===== src/rtl/watch_pkg.sv =====
// Shared definitions for the digital watch controller: FSM encodings,
// rollover limits for the minute and second fields, and a helper that turns
// a small integer into its two-digit BCD form.
package watch_pkg;

    typedef enum logic [1:0] {
        RUN     = 2'd0,
        SET_HR  = 2'd1,
        SET_MIN = 2'd2
    } watch_state_t;

    localparam int SEC_MAX = 59;
    localparam int MIN_MAX = 59;

    // Convert 0..99 into packed BCD {tens, ones}
    function automatic logic [7:0] to_bcd(input int value);
        to_bcd = {4'(value / 10), 4'(value % 10)};
    endfunction

endpackage


===== src/rtl/watch_bcd_pair.sv =====
// Two-digit BCD counter used for the seconds, minutes and hours fields.
// Counts 00..max_val and wraps to 00; carry pulses while enabled at max_val so
// the next field can advance on the same clock edge. clr beats en.
module watch_bcd_pair
    import watch_pkg::*;
(
    input  logic       CLK_IN,
    input  logic       RST,
    input  logic       en,
    input  logic       clr,
    input  logic [7:0] max_val,
    output logic [3:0] digit_l,
    output logic [3:0] digit_h,
    output logic       carry
);

    logic at_max;

    // Anything at or beyond the limit is treated as the wrap point, so a
    // field can never leave its legal range even if max_val changes.
    assign at_max = ({digit_h, digit_l} >= max_val);
    assign carry  = en & at_max;

    // Digit registers: clear first, then BCD increment with wrap
    always_ff @(posedge CLK_IN) begin
        if (RST || clr) begin
            digit_l <= 4'd0;
            digit_h <= 4'd0;
        end else if (en) begin
            if (at_max) begin
                digit_l <= 4'd0;
                digit_h <= 4'd0;
            end else if (digit_l >= 4'd9) begin
                digit_l <= 4'd0;
                digit_h <= digit_h + 4'd1;
            end else begin
                digit_l <= digit_l + 4'd1;
            end
        end
    end

endmodule


===== src/rtl/watch_ctrl.sv =====
// Digital watch controller: runs a BCD clock from a 1 Hz tick and lets the
// user set hours and minutes with a mode button and an increment button.
// Holds the mode FSM, the button edge detectors and the blink flag.
module watch_ctrl
    import watch_pkg::*;
#(
    parameter int HOUR_MAX = 23
) (
    input  logic       CLK_IN,
    input  logic       RST,
    input  logic       TICK,
    input  logic       BTN_MODE,
    input  logic       BTN_INC,
    output logic [3:0] SEC_L,
    output logic [3:0] SEC_H,
    output logic [3:0] MIN_L,
    output logic [3:0] MIN_H,
    output logic [3:0] HR_L,
    output logic [3:0] HR_H,
    output logic [1:0] MODE,
    output logic       BLINK,
    output logic       DAY_CARRY
);

    localparam logic [7:0] SEC_MAX_BCD = to_bcd(SEC_MAX);
    localparam logic [7:0] MIN_MAX_BCD = to_bcd(MIN_MAX);
    localparam logic [7:0] HR_MAX_BCD  = to_bcd(HOUR_MAX);

    watch_state_t state_q, state_d;
    logic mode_prev, inc_prev;
    logic mode_edge, inc_edge;
    logic blink_d;
    logic run_tick, set_hr_inc, set_min_inc, sec_clr;
    logic sec_en, min_en, hr_en;
    logic sec_carry, min_carry, hr_carry;

    assign mode_edge = BTN_MODE & ~mode_prev;
    assign inc_edge  = BTN_INC & ~inc_prev;

    // State, blink, day pulse and button history; previous values start high
    // so a button already held during reset never looks like a fresh press.
    always_ff @(posedge CLK_IN) begin
        if (RST) begin
            state_q   <= RUN;
            BLINK     <= 1'b0;
            DAY_CARRY <= 1'b0;
            mode_prev <= 1'b1;
            inc_prev  <= 1'b1;
        end else begin
            state_q   <= state_d;
            BLINK     <= blink_d;
            DAY_CARRY <= run_tick & hr_carry;
            mode_prev <= BTN_MODE;
            inc_prev  <= BTN_INC;
        end
    end

    // Next state plus the per-mode counting requests; a mode press always
    // wins over an increment press, but a tick in RUN still counts.
    always_comb begin
        state_d     = state_q;
        blink_d     = BLINK;
        run_tick    = 1'b0;
        set_hr_inc  = 1'b0;
        set_min_inc = 1'b0;
        sec_clr     = 1'b0;
        case (state_q)
            RUN: begin
                run_tick = TICK;
                blink_d  = 1'b0;
                if (mode_edge) begin
                    state_d = SET_HR;
                    sec_clr = 1'b1;
                    blink_d = 1'b1;
                end
            end
            SET_HR: begin
                sec_clr = 1'b1;
                if (mode_edge) begin
                    state_d = SET_MIN;
                    blink_d = 1'b1;
                end else begin
                    set_hr_inc = inc_edge;
                    if (TICK) blink_d = ~BLINK;
                end
            end
            SET_MIN: begin
                sec_clr = 1'b1;
                if (mode_edge) begin
                    state_d = RUN;
                    blink_d = 1'b0;
                end else begin
                    set_min_inc = inc_edge;
                    if (TICK) blink_d = ~BLINK;
                end
            end
            default: begin
                state_d = RUN;
                blink_d = 1'b0;
            end
        endcase
    end

    // Carries ripple only while running; set-mode increments stay local
    assign sec_en = run_tick;
    assign min_en = (run_tick & sec_carry) | set_min_inc;
    assign hr_en  = (run_tick & sec_carry & min_carry) | set_hr_inc;

    assign MODE = state_q;

    watch_bcd_pair u_sec (
        .CLK_IN (CLK_IN),
        .RST    (RST),
        .en     (sec_en),
        .clr    (sec_clr),
        .max_val(SEC_MAX_BCD),
        .digit_l(SEC_L),
        .digit_h(SEC_H),
        .carry  (sec_carry)
    );

    watch_bcd_pair u_min (
        .CLK_IN (CLK_IN),
        .RST    (RST),
        .en     (min_en),
        .clr    (1'b0),
        .max_val(MIN_MAX_BCD),
        .digit_l(MIN_L),
        .digit_h(MIN_H),
        .carry  (min_carry)
    );

    watch_bcd_pair u_hr (
        .CLK_IN (CLK_IN),
        .RST    (RST),
        .en     (hr_en),
        .clr    (1'b0),
        .max_val(HR_MAX_BCD),
        .digit_l(HR_L),
        .digit_h(HR_H),
        .carry  (hr_carry)
    );

endmodule


===== config.mk =====
export PLATFORM = sky130hd
export DESIGN_NAME = watch_ctrl
export DESIGN_NICKNAME = d
export VERILOG_FILES = /design/src/rtl/watch_pkg.sv /design/src/rtl/watch_bcd_pair.sv /design/src/rtl/watch_ctrl.sv
export SDC_FILE = /design/constraint.sdc
export NUM_CORES = 1
export LEC_CHECK = 0
export BUFFER_PORTS_ARGS = -buffer_cell sky130_fd_sc_hd__clkbuf_2
export CORE_UTILIZATION = 39
export DETAILED_ROUTE_END_ITERATION = 10
export GPL_ROUTABILITY_DRIVEN = 0
export HOLD_SLACK_MARGIN = 0.05
export PLACE_DENSITY = 0.63
export RECOVER_POWER = 100
export SKIP_LAST_GASP = 1
export SLEW_MARGIN = 0
export SYNTH_ARGS = -nofsm -noshare
export SYNTH_HDL_FRONTEND = slang
export SYNTH_SLANG_ARGS = --single-unit
export TNS_END_PERCENT = 50

===== constraint.sdc =====
create_clock -name CLK_IN -period 2.4 [get_ports CLK_IN]
set_clock_uncertainty 0.2 [all_clocks]
set_input_delay 0.6 -clock CLK_IN [delete_from_list [all_inputs] [get_ports CLK_IN]]
set_output_delay 0.6 -clock CLK_IN [all_outputs]
set_load 0.1 [all_outputs]

==> flow_summary.yaml <==
route:
  via_density_per_instance: 5.19
  wl_per_cell_microns: 12.2
  vias: 1395
  route.detailed.drc: 0
  drt_first_pass_iters: 4
  detail-route-antenna-nets: 0
  drt_iter0_drc: 42
  routed_wirelength_microns: 3290
clock_tree:
  worst_setup_hold_path_clk_slew_ps: 70
  clk-insertion-delay-late_ps: 280
  clockBufferDepth: 2
  cts_inserted_buffers: 5
  clock_tree.root_cell: "clkbuf_8"
  clock_tree.htree_level_count: 2
  clkSinkCount: 30
  tritoncts: "done"
  cts_hold_repair.buffers: 0
worst_setup_path:
  criticalPathCategory: "flop to flop"
  cp_slowest_stage_delay_ps: 470
  worst-path-max-fanout: 10
  cp.required_ps: 2400
  crit_path_cell_chain: "inv_1 -> ha_1 -> nor3b_1 -> a21o_1 -> o21a_2 -> or4_1 -> a21oi_1"
  timing.reg2reg.setup_slack_ps: 170
  startpoint: "u_sec.digit_l[1]"
  crit_path_top_delay_cell: "or4_1"
  endpoint_class_of_the_critical_path: "flop"
  critical_path_source_type: "flop"
  ff2ff_path_depth: 7
  worstPathBufferInverterCount: 1
  timing.critical_path.arrival_ps: 2240
  path_delay_family: "compound AO/OA/AOI/OAI gates"
  r2r_end: "u_min.digit_h[2]"
  worst_r2r_startpoint: "u_sec.digit_l[1]"
sta:
  fmaxAchievable_ghz: 0.448
  timing.final.hold_violations: 0
  grt_setup_unrepaired: "no"
  setup_violations: 0
  max_slew.worst_pin.slew_ps: 978
  final.period_utilization: 0.931
  max-slew-margin-rel: 0.348
  tns_ps: 0
  min_clock_period_post_route_ps: 2230
  timing.final.max_slew_violations: 0
yosys:
  synthMostInstantiatedCell: "dfxtp_1"
  synth_top_flop_cell: "dfxtp_1"
  synthDominantCellAreaShare: 0.364
  syn_nets: 204
  synth.yosys.seq_area_share: 0.364
  proportion_of_register_bits_with_asynchronous_set_or_reset_after_synthesis: 0
  avgSynthCellArea_sq_um: 9.22
  yosys-top-cells-count: "30 x dfxtp_1, 20 x ha_1, 13 x a21oi_1, 12 x inv_1, 12 x nor2_1"
  synthesis.area_sq_um: 1650
  synth.distinct_cells: 43
  synth_top_area_cell: "dfxtp_1"
  edff_count_synth: 0
  synth-seq-cells: 30
  synthesized_instance_count: 179
  synth-warning-count: 0
  ys_top_cells_by_area: "dfxtp_1 36%, ha_1 15%, a21oi_1 3.9%"
job:
  cap_viol_max_count: 0
placed_design:
  port_bufs: 32
  dp_hpwl_microns: 2370
  dp.cells: 261
  placement_cell_area_sq_um: 1910
hold_path:
  hp-class: "flop to flop"
  hold_path_depth: 1
  min_delay_worst_endpoint: "u_min.digit_h[3]"
  min-delay-start: "u_min.digit_h[3]"
cells_and_area:
  design_area_sq_um: 2000
  post_route_cells_drive_above_1_share: 0.242
  post_layout_nonfiller_instances: 269
  n_antenna_cell: 0
  area_growth_pct: 21.2
  final_net_count: 243
global_route:
  grt_pass1_wl_microns: 5500
  grt_start_max_net_pins: 23
  final_global_route_overflow_total: 0
  grt_pass1_vias: 1209
  grt_antenna_before_repair: 0
  global_route.usage.total: 0.165
pwr:
  cellPowerDensity_nw_per_um2: 633
  leakagePower_nw: 0.840
  vdd_ir_drop_max_mv: 0.226
  p_total_mw: 1.27
die:
  placementRows: 23
  num_io_pins: 33
  fp.dieW_microns: 67.1
  die_area_sq_um: 4500
  floorplan.die.height_microns: 67.1
  design.core.area_sq_um: 4030
  starting_density_of_the_core: 0.410
status:
  outcome: "finished clean"
## power breakdown
| part | internal [mW] | switching, mW | total, mW | leakage, nW |
|---|---|---|---|---|
| logic | 0.0566 | 0.155 | 0.212 | 0.537 |
| clock network | 0.338 | 0.188 | 0.526 | 0.0585 |
| registers | 0.512 | 0.0160 | 0.528 | 0.245 |
## cells by family (layout without fill, tap and decap cells)
group	Yosys count	after routing	synth area share
AO/OA/AOI/OAI	45	45	0.190
buffers and inverters	16	56	0.0409
multiplexers	2	2	0.0121
adder cells (fa/ha/maj)	20	20	0.152
AND/OR/NAND/NOR	58	58	0.199
flip-flops	30	30	0.364
XOR/XNOR	8	8	0.0425
## per-layer routing
metal | wire (microns) | up-vias | global-route usage | share of wire
met1 | 1690 | 635 | 0.205 | 0.51
met2 | 1440 | 24 | 0.258 | 0.44
met5 | 0 | - | 0 | 0
li1 | - | 730 | - | -
met3 | 122 | 6 | 0.0565 | 0.037
met4 | 44 | 0 | 0.0638 | 0.013
## flip-flops by register name, summed over array words and instances, names as in the netlist
signal	cells
inc_prev	1
MODE	2
u_min.digit_l	4
u_sec.digit_h	4
mode_prev	1
BLINK	1
u_sec.digit_l	4
u_hr.digit_l	4
DAY_CARRY	1
u_hr.digit_h	4
u_min.digit_h	4
## cell usage in the layout, fill, tap and decap left out, types with 5 or more instances in the layout
master    instances
nor2_1           12
nand2_1           7
nor3_1            8
dfxtp_1          27
ha_1             20
clkbuf_8          6
xor2_1            5
inv_1            12
clkbuf_2         32
a21oi_1          13
o21ai_0           9
## what timing repair did
item | in CTS | in global routing
resized for setup | 0 | 1
setup endpoints to repair | 0 | 1
setup buffers | 0 | 0
hold endpoints to repair | 0 | 0
## worst max-delay path by stage
| stage | cells past startpoint | end |
|---|---|---|
| after floorplan | 4 | u_hr.digit_l[3] |
| final | 7 | u_min.digit_h[2] |
| after detailed placement | 6 | u_min.digit_h[2] |
| after global placement | 6 | u_min.digit_h[2] |
| after CTS | 7 | u_min.digit_h[2] |
| after global routing | 7 | u_min.digit_h[2] |
## final cells by class
type / count / area, sq um
Sequential cell: 30 / 609
Timing Repair Buffer: 36 / 183
Inverter: 12 / 45.0
Multi-Input combinational cell: 133 / 983
Fill cell: 395 / 2030
Clock inverter: 1 / 30.0
Tap cell: 50 / 62.6
Clock buffer: 7 / 86.3
## worst register-to-register path, cell delays in order, from the launching register on
cell and delay [ps]:
dfxtp_1 400, inv_1 80, ha_1 170, nor3b_1 150, a21o_1 250, o21a_2 280, or4_1 470, a21oi_1 140
## metrics by stage
stage / setup WS [ps] / utilization / hold WS (ps)
detailed placement: 126 / 0.474 / 286
finish: 167 / 0.496 / 292
CTS: 177 / 0.503 / 296
floorplan: 3.88 / - / 382
global route: 28.7 / 0.496 / 313
global placement: 188 / 0.474 / 282
No activity file was read; power rests on OpenSTA's default activity.
